$ cat src/rtl/fizzbuzz_formatter_if.sv
// Result-in / byte-out signal bundle for the fizzbuzz formatter.
// The producer/sink side uses master; the formatter uses slave.
`timescale 1ns/1ps
interface fizzbuzz_formatter_if #(
    parameter int unsigned g_width = 6
);
    logic               i_valid;
    logic               i_is_fizz;
    logic               i_is_buzz;
    logic [g_width-1:0] i_number;
    logic               i_ready;
    logic               o_full;
    logic               o_empty;
    logic               o_overflow;
    logic               o_busy;
    logic               o_valid;
    logic [7:0]         o_data;

    modport master (
        output i_valid, i_is_fizz, i_is_buzz, i_number, i_ready,
        input  o_full, o_empty, o_overflow, o_busy, o_valid, o_data
    );

    modport slave (
        input  i_valid, i_is_fizz, i_is_buzz, i_number, i_ready,
        output o_full, o_empty, o_overflow, o_busy, o_valid, o_data
    );
endinterface

$ cat src/rtl/fizzbuzz_formatter.sv
// Buffers fizzbuzz results in a FIFO and streams each one out as an ASCII line
// ("Fizz", "Buzz", "FizzBuzz" or decimal digits, then LF) over valid/ready.
`timescale 1ns/1ps
module fizzbuzz_formatter #(
    parameter int unsigned g_width = 6,
    parameter int unsigned g_depth = 8
) (
    input  logic i_clk,
    input  logic i_rst_n,
    fizzbuzz_formatter_if.slave bus
);
    localparam int unsigned AW = (g_depth > 1) ? $clog2(g_depth) : 1;
    localparam int unsigned CW = AW + 1;
    localparam int unsigned RW = 10;
    localparam logic [7:0]  LF = 8'h0A;

    typedef struct packed {
        logic               fizz;
        logic               buzz;
        logic [g_width-1:0] number;
    } entry_t;

    typedef enum logic [1:0] {
        S_IDLE = 2'd0,
        S_CONV = 2'd1,
        S_EMIT = 2'd2
    } state_t;

    typedef enum logic [1:0] {
        K_NUM  = 2'd0,
        K_FIZZ = 2'd1,
        K_BUZZ = 2'd2,
        K_FB   = 2'd3
    } kind_t;

    entry_t             mem_q [g_depth];
    logic [AW-1:0]      wr_ptr_q, rd_ptr_q;
    logic [CW-1:0]      count_q, count_d;
    logic               full_q, empty_q, overflow_q;
    logic               push_c, pop_c;
    entry_t             wr_entry_c, head_c;

    state_t             state_q;
    kind_t              kind_q;
    logic [g_width-1:0] rem_q;
    logic [3:0]         h_q, t_q, ones_q;
    logic [3:0]         idx_q;
    logic               valid_q, busy_q;
    logic [7:0]         data_q;
    logic [RW-1:0]      rem_ext_c;
    logic [7:0]         next_byte_c;
    logic               last_c;

    function automatic logic [7:0] text_byte(input logic is_buzz, input logic [1:0] pos);
        logic [7:0] b;
        case (pos)
            2'd0:    b = is_buzz ? 8'h42 : 8'h46;
            2'd1:    b = is_buzz ? 8'h75 : 8'h69;
            default: b = 8'h7A;
        endcase
        return b;
    endfunction

    function automatic logic [3:0] num_digits(input logic [3:0] h, input logic [3:0] t);
        logic [3:0] n;
        if (h != 4'd0)      n = 4'd3;
        else if (t != 4'd0) n = 4'd2;
        else                n = 4'd1;
        return n;
    endfunction

    // Byte at position idx of the current line; anything past the payload is LF.
    function automatic logic [7:0] line_byte(input kind_t k, input logic [3:0] h,
                                             input logic [3:0] t, input logic [3:0] o,
                                             input logic [3:0] idx);
        logic [7:0] b;
        logic [3:0] nd;
        logic [3:0] pos;
        logic [3:0] d;
        b   = LF;
        nd  = num_digits(h, t);
        pos = 4'(idx + 4'd3 - nd);
        d   = o;
        case (k)
            K_FIZZ: if (idx < 4'd4) b = text_byte(1'b0, idx[1:0]);
            K_BUZZ: if (idx < 4'd4) b = text_byte(1'b1, idx[1:0]);
            K_FB:   if (idx < 4'd8) b = text_byte(idx[2], idx[1:0]);
            default: begin
                if (idx < nd) begin
                    case (pos)
                        4'd0:    d = h;
                        4'd1:    d = t;
                        default: d = o;
                    endcase
                    b = 8'h30 + {4'h0, d};
                end
            end
        endcase
        return b;
    endfunction

    function automatic logic [3:0] last_idx(input kind_t k, input logic [3:0] h, input logic [3:0] t);
        logic [3:0] li;
        case (k)
            K_FIZZ:  li = 4'd4;
            K_BUZZ:  li = 4'd4;
            K_FB:    li = 4'd8;
            default: li = num_digits(h, t);
        endcase
        return li;
    endfunction

    assign wr_entry_c = '{fizz: bus.i_is_fizz, buzz: bus.i_is_buzz, number: bus.i_number};
    assign head_c     = mem_q[rd_ptr_q];
    assign push_c     = bus.i_valid && !full_q;
    assign pop_c      = (state_q == S_IDLE) && !empty_q;
    assign rem_ext_c  = RW'(rem_q);

    always_comb begin
        count_d = count_q;
        if (push_c && !pop_c)      count_d = count_q + CW'(1);
        else if (!push_c && pop_c) count_d = count_q - CW'(1);
    end

    // Byte to present next: the first byte when priming, otherwise the one after idx.
    always_comb begin
        next_byte_c = line_byte(kind_q, h_q, t_q, ones_q, valid_q ? 4'(idx_q + 4'd1) : idx_q);
        last_c      = (idx_q == last_idx(kind_q, h_q, t_q));
    end

    // FIFO pointers and flags; depth is a power of two so pointers wrap naturally.
    always_ff @(posedge i_clk or negedge i_rst_n) begin
        if (!i_rst_n) begin
            wr_ptr_q   <= '0;
            rd_ptr_q   <= '0;
            count_q    <= '0;
            full_q     <= 1'b0;
            empty_q    <= 1'b1;
            overflow_q <= 1'b0;
        end else begin
            if (push_c) wr_ptr_q <= wr_ptr_q + AW'(1);
            if (pop_c)  rd_ptr_q <= rd_ptr_q + AW'(1);
            count_q <= count_d;
            full_q  <= (count_d == CW'(g_depth));
            empty_q <= (count_d == '0);
            if (bus.i_valid && full_q) overflow_q <= 1'b1;
        end
    end

    always_ff @(posedge i_clk) begin
        if (push_c) mem_q[wr_ptr_q] <= wr_entry_c;
    end

    // Serializer: pop, optional repeated-subtraction BCD conversion, then byte emission.
    always_ff @(posedge i_clk or negedge i_rst_n) begin
        if (!i_rst_n) begin
            state_q <= S_IDLE;
            kind_q  <= K_NUM;
            rem_q   <= '0;
            h_q     <= '0;
            t_q     <= '0;
            ones_q  <= '0;
            idx_q   <= '0;
            valid_q <= 1'b0;
            busy_q  <= 1'b0;
            data_q  <= 8'h00;
        end else begin
            case (state_q)
                S_IDLE: begin
                    if (pop_c) begin
                        idx_q  <= '0;
                        busy_q <= 1'b1;
                        if (head_c.fizz || head_c.buzz) begin
                            kind_q  <= (head_c.fizz && head_c.buzz) ? K_FB :
                                       (head_c.fizz ? K_FIZZ : K_BUZZ);
                            state_q <= S_EMIT;
                        end else begin
                            kind_q  <= K_NUM;
                            rem_q   <= head_c.number;
                            h_q     <= '0;
                            t_q     <= '0;
                            state_q <= S_CONV;
                        end
                    end
                end
                S_CONV: begin
                    if (rem_ext_c >= RW'(100)) begin
                        rem_q <= g_width'(rem_ext_c - RW'(100));
                        h_q   <= h_q + 4'd1;
                    end else if (rem_ext_c >= RW'(10)) begin
                        rem_q <= g_width'(rem_ext_c - RW'(10));
                        t_q   <= t_q + 4'd1;
                    end else begin
                        ones_q  <= rem_ext_c[3:0];
                        state_q <= S_EMIT;
                    end
                end
                S_EMIT: begin
                    if (!valid_q) begin
                        valid_q <= 1'b1;
                        data_q  <= next_byte_c;
                    end else if (bus.i_ready) begin
                        if (last_c) begin
                            valid_q <= 1'b0;
                            idx_q   <= '0;
                            busy_q  <= 1'b0;
                            state_q <= S_IDLE;
                        end else begin
                            idx_q  <= idx_q + 4'd1;
                            data_q <= next_byte_c;
                        end
                    end
                end
                default: begin
                    valid_q <= 1'b0;
                    busy_q  <= 1'b0;
                    state_q <= S_IDLE;
                end
            endcase
        end
    end

    assign bus.o_full     = full_q;
    assign bus.o_empty    = empty_q;
    assign bus.o_overflow = overflow_q;
    assign bus.o_busy     = busy_q;
    assign bus.o_valid    = valid_q;
    assign bus.o_data     = data_q;

endmodule

$ cat src/flat_wrapper.sv
// flat-port wrapper written by rule: the top's interface ports become plain ports
module fizzbuzz_formatter_flat 
#(
    parameter int unsigned g_width = 6,
    parameter int unsigned g_depth = 8
)
  (i_clk, i_rst_n, bus_i_valid, bus_i_is_fizz, bus_i_is_buzz, bus_i_number, bus_i_ready, bus_o_full, bus_o_empty, bus_o_overflow, bus_o_busy, bus_o_valid, bus_o_data);
  fizzbuzz_formatter_if #(.g_width(g_width)) bus_i ();
  input  logic i_clk;
  input  logic i_rst_n;
  input wire logic [$bits(bus_i.i_valid)-1:0] bus_i_valid;
  input wire logic [$bits(bus_i.i_is_fizz)-1:0] bus_i_is_fizz;
  input wire logic [$bits(bus_i.i_is_buzz)-1:0] bus_i_is_buzz;
  input wire logic [$bits(bus_i.i_number)-1:0] bus_i_number;
  input wire logic [$bits(bus_i.i_ready)-1:0] bus_i_ready;
  output wire logic [$bits(bus_i.o_full)-1:0] bus_o_full;
  output wire logic [$bits(bus_i.o_empty)-1:0] bus_o_empty;
  output wire logic [$bits(bus_i.o_overflow)-1:0] bus_o_overflow;
  output wire logic [$bits(bus_i.o_busy)-1:0] bus_o_busy;
  output wire logic [$bits(bus_i.o_valid)-1:0] bus_o_valid;
  output wire logic [$bits(bus_i.o_data)-1:0] bus_o_data;
  assign bus_i.i_valid = bus_i_valid;
  assign bus_i.i_is_fizz = bus_i_is_fizz;
  assign bus_i.i_is_buzz = bus_i_is_buzz;
  assign bus_i.i_number = bus_i_number;
  assign bus_i.i_ready = bus_i_ready;
  assign bus_o_full = bus_i.o_full;
  assign bus_o_empty = bus_i.o_empty;
  assign bus_o_overflow = bus_i.o_overflow;
  assign bus_o_busy = bus_i.o_busy;
  assign bus_o_valid = bus_i.o_valid;
  assign bus_o_data = bus_i.o_data;
  fizzbuzz_formatter #(.g_width(g_width), .g_depth(g_depth)) u_core (.i_clk(i_clk), .i_rst_n(i_rst_n), .bus(bus_i));
endmodule
$ cat config.mk
export PLATFORM = sky130hd
export DESIGN_NAME = fizzbuzz_formatter_flat
export DESIGN_NICKNAME = d
export VERILOG_FILES = /design/src/rtl/fizzbuzz_formatter_if.sv /design/src/rtl/fizzbuzz_formatter.sv /design/src/flat_wrapper.sv
export SDC_FILE = /design/constraint.sdc
export NUM_CORES = 1
export LEC_CHECK = 0
export ABC_AREA = 1
export CORE_ASPECT_RATIO = 0.7
export CORE_MARGIN = 1.5
export CORE_UTILIZATION = 53
export CTS_CLUSTER_SIZE = 40
export DETAILED_ROUTE_END_ITERATION = 7
export HOLD_SLACK_MARGIN = 0.03
export MAX_ROUTING_LAYER = met4
export PLACE_DENSITY = 0.74
export SYNTH_ARGS = -nofsm -noshare
export SYNTH_HDL_FRONTEND = slang
export SYNTH_SLANG_ARGS = --single-unit
$ cat constraint.sdc
create_clock -name i_clk -period 5.5 [get_ports i_clk]
set_clock_uncertainty 0.15 [all_clocks]
set_input_delay 0.55 -clock i_clk [delete_from_list [all_inputs] [get_ports i_clk]]
set_output_delay 0.55 -clock i_clk [all_outputs]
set_load 0.02 [all_outputs]
# --- After elaboration in Yosys (flattened, before gate mapping) ---
# Memory sizes are Yosys's and may differ from the RTL's.
# Cells that the tools add are included.
word_totals:
  reg_bits: 49
  mem_bits_rw: 64
  input_bits: 12
  wordCells: 150
  output_inout_bits: 13
  n_memories: 1
op_classes:
  n_lt_le_gt_ge: 5
  muxes: 61
  reduce_logical: 31
  bitwise: 3
  add_sub_neg: 12
  n_eq_ne: 21
memory_table:
  columns: ["memory", "depth", "width", "read_ports", "rd_clocked_by_memory_dff", "write_ports", "line", "text"]
  rows:
  - ["u_core.mem_q", 8, 8, 1, 0, 1, "fizzbuzz_formatter.sv:36", "entry_t mem_q [g_depth];"]
op_table:
  columns: ["cell", "n"]
  rows:
  - ["4-bit 2-to-1 mux", 15]
  - ["8-bit 2-to-1 mux", 7]
  - ["4-bit one-hot mux with 2 select lines", 5]
  - ["6-bit one-hot mux with 2 select lines", 3]
  - ["6-bit 2-to-1 mux", 4]
  - ["8-bit one-hot mux with 3 select lines", 1]
  - ["2-bit 2-to-1 mux", 11]
  - ["4-bit by 1-bit adder with 4-bit output, second input constant", 4]
  - ["8-bit one-hot mux with 2 select lines", 1]
  - ["2-bit inequality test, second input constant", 6]
  - ["4-bit AND reduction", 3]
  - ["2-bit by 1-bit inequality test with 1-bit output, second input constant", 5]
  - ["5-bit AND reduction", 2]
  - ["1-bit 2-to-1 mux", 9]
  - ["4-bit logical NOT", 2]
  - ["4-bit nonzero test", 2]
  - ["6-bit by 4-bit adder with 7-bit output, first input constant", 1]
  - ["6-bit by 7-bit >= comparator with 1-bit output, second input constant", 1]
  - ["3-bit by 1-bit adder with 3-bit output, second input constant", 2]
  - ["2-bit by 1-bit == test with 1-bit output, second input constant", 3]
  - ["2-bit == test, second input constant", 3]
  - ["6-bit by 4-bit >= comparator with 1-bit output, second input constant", 1]
  - ["1-bit logical AND", 6]
  - ["2-bit one-hot mux with 3 select lines", 1]
  - ["other kinds (26)", 35]

# --- Logic depth before layout (Yosys ltp) ---
logic_depth:
  depth_word: 14
  ltp_mapped: 19
  mapped_depth_nobuf: 19

# --- Worst setup path after synthesis ---
# Ideal clock, no wire load.
synth_path:
  path_kind: "reg2reg"
  start: "register u_core.idx_q[0]"
  end: "register u_core.data_q[1] (netlist: u_core.bus.o_data[1])"
  setup_slack_ns: 2.821
  stages_incl_launch_ff: 16
  t_arrival_ns: 2.464
  setup_ns: 0.065
  synth_period_minus_slack_ns: 2.679
  required_time_ns: 5.285
  n_path_buf: 0
  cell_sequence: "dfrtp_1 ha_1 nand2_1 o21ai_1 ha_1 ha_1 fa_1 inv_1 nand2_1 nor2_2 nand3_1 nand2_1 inv_1 nand2_1 nand2_1 nand2_1"
synth_via:
  elab_chain_len: 14
  word_cells_on_any_way: 29
  cone_classes: "add/sub (4); order compare (3); eq/ne (4); mux (15); reduce/logical (3)"
synth_lines:
  columns: ["element", "line", "text"]
  rows:
  - ["from (decl)", "fizzbuzz_formatter.sv:47", "logic [3:0] idx_q;"]
  - ["from (signal assigned)", "fizzbuzz_formatter.sv:209", "idx_q <= idx_q + 4'd1;"]
  - ["4-bit by 1-bit adder with 4-bit output", "fizzbuzz_formatter.sv:127", "next_byte_c = line_byte(kind_q, h_q, t_q, ones_q, valid_q ? 4'(idx_q + 4'd1) : idx_q);"]
  - ["4-bit 2-to-1 mux", "fizzbuzz_formatter.sv:127", null]
  - ["4-bit by 2-bit adder with 4-bit output", "fizzbuzz_formatter.sv:82", "pos = 4'(idx + 4'd3 - nd);"]
  - ["4-bit subtractor", "fizzbuzz_formatter.sv:82", null]
  - ["4-bit by 1-bit == test with 1-bit output / 4-bit logical NOT (equally long branches)", "fizzbuzz_formatter.sv:90", "case (pos)"]
  - ["4-bit one-hot mux with 2 select lines", "fizzbuzz_formatter.sv:90", null]
  - ["4-bit 2-to-1 mux", "fizzbuzz_formatter.sv:89", "if (idx < nd) begin"]
  - ["4-bit 2-to-1 mux", "fizzbuzz_formatter.sv:84", "case (k)"]
  - ["6-bit by 4-bit adder with 7-bit output", "fizzbuzz_formatter.sv:95", "b = 8'h30 + {4'h0, d};"]
  - ["8-bit 2-to-1 mux", "fizzbuzz_formatter.sv:89", null]
  - ["8-bit one-hot mux with 3 select lines", "fizzbuzz_formatter.sv:84", null]
  - ["8-bit 2-to-1 mux", "fizzbuzz_formatter.sv:203", "if (last_c) begin"]
  - ["8-bit 2-to-1 mux", "fizzbuzz_formatter.sv:202", "end else if (bus.i_ready) begin"]
  - ["8-bit 2-to-1 mux", "fizzbuzz_formatter.sv:199", "if (!valid_q) begin"]
  - ["to (signal assigned)", "fizzbuzz_formatter.sv:201", "data_q <= next_byte_c;"]
  - ["to (signal assigned)", "fizzbuzz_formatter.sv:210", "data_q <= next_byte_c;"]
  - ["to (decl)", "fizzbuzz_formatter.sv:49", "logic [7:0] data_q;"]
# Several ways; a longest one is shown, not always the timed one. The select of a mux whose other input is x is not followed.
# A chain may end at the register's enable or synchronous reset.

# --- Final worst setup path ---
# Ends and elaborated chain as after synthesis.

==> metrics.txt <==
pwr/cell area=614 mW/mm2; total nets after synthesis=643; routed vias=4292; count of inserted antenna diode cells=0; destination of the worst register-to-register timing path=u_core.bus.o_data[1]; proportion of layout cells with a drive suffix above 1=8.15%; Max VDD drop=0.000298 V; final clock period utilization by the worst path=54.1%; final setup violation count=0; global routing usage summed across all routing layers=24.6%; max-slew violations=0; Final Worst Setup Slack=2.52 ns; hpwl dp=between 8000 and 9000 um; sequential area share after synthesis=between 50 and 60%; Synth Register Bits=112; instance area at placement=0.00595 mm2; Core Region=slightly above 0.01 mm2; final hold violation count=0; Die Span X=126 um; height of the die=89.3 um; synthesized area per cell=around 9 um2; top-level port count=25; clk buf depth=2; unrepaired setup endpoints after global routing=no; final weighted congestion in routability-driven placement=0.884; LEAKAGE=2.71 nW; normalized max-slew margin=28.1%; Net count, final=around 660; # Max-Cap Violations=0; Hold Buf Count CTS=0; count of cells resized by post-cts repair=0; final setup TNS=0 ns; number of antenna violations at the first check in global routing=0; via count of the first global-routing pass=just under 4000; residual antenna-violating net count after detailed routing=0; Peak Freq=336 MHz; slack of the worst reg-to-reg path=about 2.5 ns; Final Instance Area=0.00628 mm2; count of different cell masters after synthesis=between 40 and 50; area enclosed by the die boundary=0.0113 mm2; H-tree depth=3; initial detailed-routing violation count=467; area growth from synthesis to layout=11.5%; Initial Util=54.4%; worst setup path class=flip-flop to flip-flop; number of buffers inserted to repair setup after CTS=0; largest driver fanout on the critical path=8; CTS buffer count=9; Skew-Pair Late Insertion Delay=0.35 ns; startpoint class of the critical path=flip-flop; root buffer selected by CTS=sky130_fd_sc_hd__clkbuf_16; Sink Count=112; cell count after synthesis=612; Final Total Pwr=3.86 mW; fin cells=770; placement-stage worst setup slack=2.50 ns; Worst EP arrival=3.11 ns; cell count after placement=754; element type at the critical path end=flip-flop; Register-to-Register Path Depth=15; Overflow after GRT=0; average vias per placed instance=between 5 and 6; wire length of the first global-routing pass=between 20000 and 25000 um; count of unresolved DRC violations after routing=0; port buffer count=23; detailed-routing iteration count for the pre-antenna-repair pass=8; maximum number of pins on one net before global-route repair=49; Least-Margin Pin Slew=1.08 ns; Required @ worst endpoint=5.64 ns; class of the tightest hold or removal check=input port to async pin; clock transition time at the flip-flop clock pins of the worst setup and hold paths=0.07 ns; cell area after technology mapping=0.00564 mm2; outcome=completed; placement row count=31; routed len/inst=16.4 um; TritonCTS clock tree=built; WL final=approximately 13000 um; warnings from Yosys=0; critical register-to-register path startpoint=u_core.idx_q[0]; crit path time final=a little under 3 ns
[area by class of cell]
class                           count  area (um2)
Clock inverter                      6        91.3
Multi-Input combinational cell    420        2170
Clock buffer                       10         239
Inverter                           66         260
Fill cell                         818        4080
Sequential cell                   112        3120
Timing Repair Buffer               24         233
Tap cell                          132         165
[state kept, by name (all words and copies together), names as in the netlist, 3 cells and up]
register,cells
u_core.idx_q,4
u_core.h_q,4
u_core.rem_q,6
u_core.rd_ptr_q,3
u_core.ones_q,4
u_core.count_q,4
u_core.bus.o_data,7
u_core.t_q,4
u_core.wr_ptr_q,3
u_core.mem_q,64
[cell families after synthesis]
kind of cell / synth area share [%]
and+or+nand+nor: 22.1
DFF: 55.4
AOI/OAI and AO/OA: 10.8
buffers and inverters: 6.08
adders and majority gates: 4.35
xor gates and xnor gates: 1.09
other: 0.0665
[worst max-delay path, cell delays in order (launching register included)]
cell and delay [ns]:
sky130_fd_sc_hd__dfrtp_1 0.47, sky130_fd_sc_hd__ha_1 0.35, sky130_fd_sc_hd__nand2_1 0.06, sky130_fd_sc_hd__o21ai_1 0.20, sky130_fd_sc_hd__ha_1 0.31, sky130_fd_sc_hd__ha_1 0.22
sky130_fd_sc_hd__fa_1 0.44, sky130_fd_sc_hd__inv_1 0.11, sky130_fd_sc_hd__nand2_1 0.07, sky130_fd_sc_hd__nor2_2 0.19, sky130_fd_sc_hd__nand3_1 0.10, sky130_fd_sc_hd__nand2_1 0.07
sky130_fd_sc_hd__inv_1 0.03, sky130_fd_sc_hd__nand2_1 0.05, sky130_fd_sc_hd__nand2_1 0.05, sky130_fd_sc_hd__nand2_1 0.05
[worst max-delay path by stage]
stage	start	endpoint	slack, ns	depth (start not counted)
2_1_floorplan	u_core.idx_q[0]	u_core.bus.o_data[1]	2.82	15
3_3_place_gp	bus_i_valid	u_core.mem_q[6][5]	2.55	6
3_5_place_dp	bus_i_valid	u_core.mem_q[6][5]	2.50	6
4_1_cts	u_core.idx_q[0]	u_core.bus.o_data[1]	2.55	15
5_1_grt	u_core.idx_q[0]	u_core.bus.o_data[1]	2.30	15
6_report	u_core.idx_q[0]	u_core.bus.o_data[1]	2.52	15
[cell usage in the layout, fill, tap and decap left out, drive strengths merged, types with 2 or more instances in the layout]
cell type and n:
a31oi 3, bufinv 2, nand3 35, xor2 7, clkdlybuf4s50 22, nor3 2, buf 2, clkinv 4
inv 65, o21a 5, a21oi 10, or2 3, o221ai 6, edfxtp 64, o21ai 64, clkbuf 10
dfrtp 47, o211ai 4, nor2 89, nand2 154, nand4 5, o22ai 8, ha 18
[power by group]
part,switching [mW],internal [mW]
clock network,0.294,0.414
logic,1.24,0.619
registers,0.186,1.10
[synth_stat cells (all sizes together)]
| library cell | count | share of area, % |
|---|---|---|
| dfstp | 1 | 0.47 |
| a21oi | 10 | 0.89 |
| o21a | 5 | 0.67 |
| a21boi | 1 | 0.13 |
| nand3 | 35 | 3.1 |
| edfxtp | 64 | 34 |
| nor2 | 89 | 6.6 |
| nand3b | 1 | 0.13 |
| o22ai | 8 | 0.89 |
| clkinv | 2 | 0.36 |
| o2111ai | 1 | 0.16 |
| nor3 | 2 | 0.18 |
| a21o | 1 | 0.13 |
| o211ai | 4 | 0.62 |
| dfrtp | 47 | 21 |
| or2 | 3 | 0.33 |
| o221ai | 6 | 0.93 |
| conb | 1 | 0.067 |
| inv | 64 | 4.3 |
| o21ai | 64 | 6.1 |
| nor4 | 1 | 0.22 |
| xor2 | 7 | 1.1 |
| a31oi | 3 | 0.33 |
| clkbuf | 3 | 0.20 |
| nand4 | 5 | 0.56 |
| buf | 11 | 1.3 |
| ha | 18 | 4.0 |
| nand2 | 154 | 11 |
| fa | 1 | 0.36 |
[per-layer routing]
metal / share of wire, % / global-route usage [%]
met5: 0 / -
met4: 1.2 / 6.37
met3: 9.0 / 6.10
met2: 43 / 35.1
met1: 47 / 35.5
[metrics by stage]
stage | utilization (%) | hold WS [ns]
finish | 60.7 | 0.245
floorplan | - | 0.104
global route | 60.7 | 0.343
global placement | 57.5 | 0.290
detailed placement | 57.5 | 0.315
CTS | 60.7 | 0.289
(Power assumes the default switching activity.)
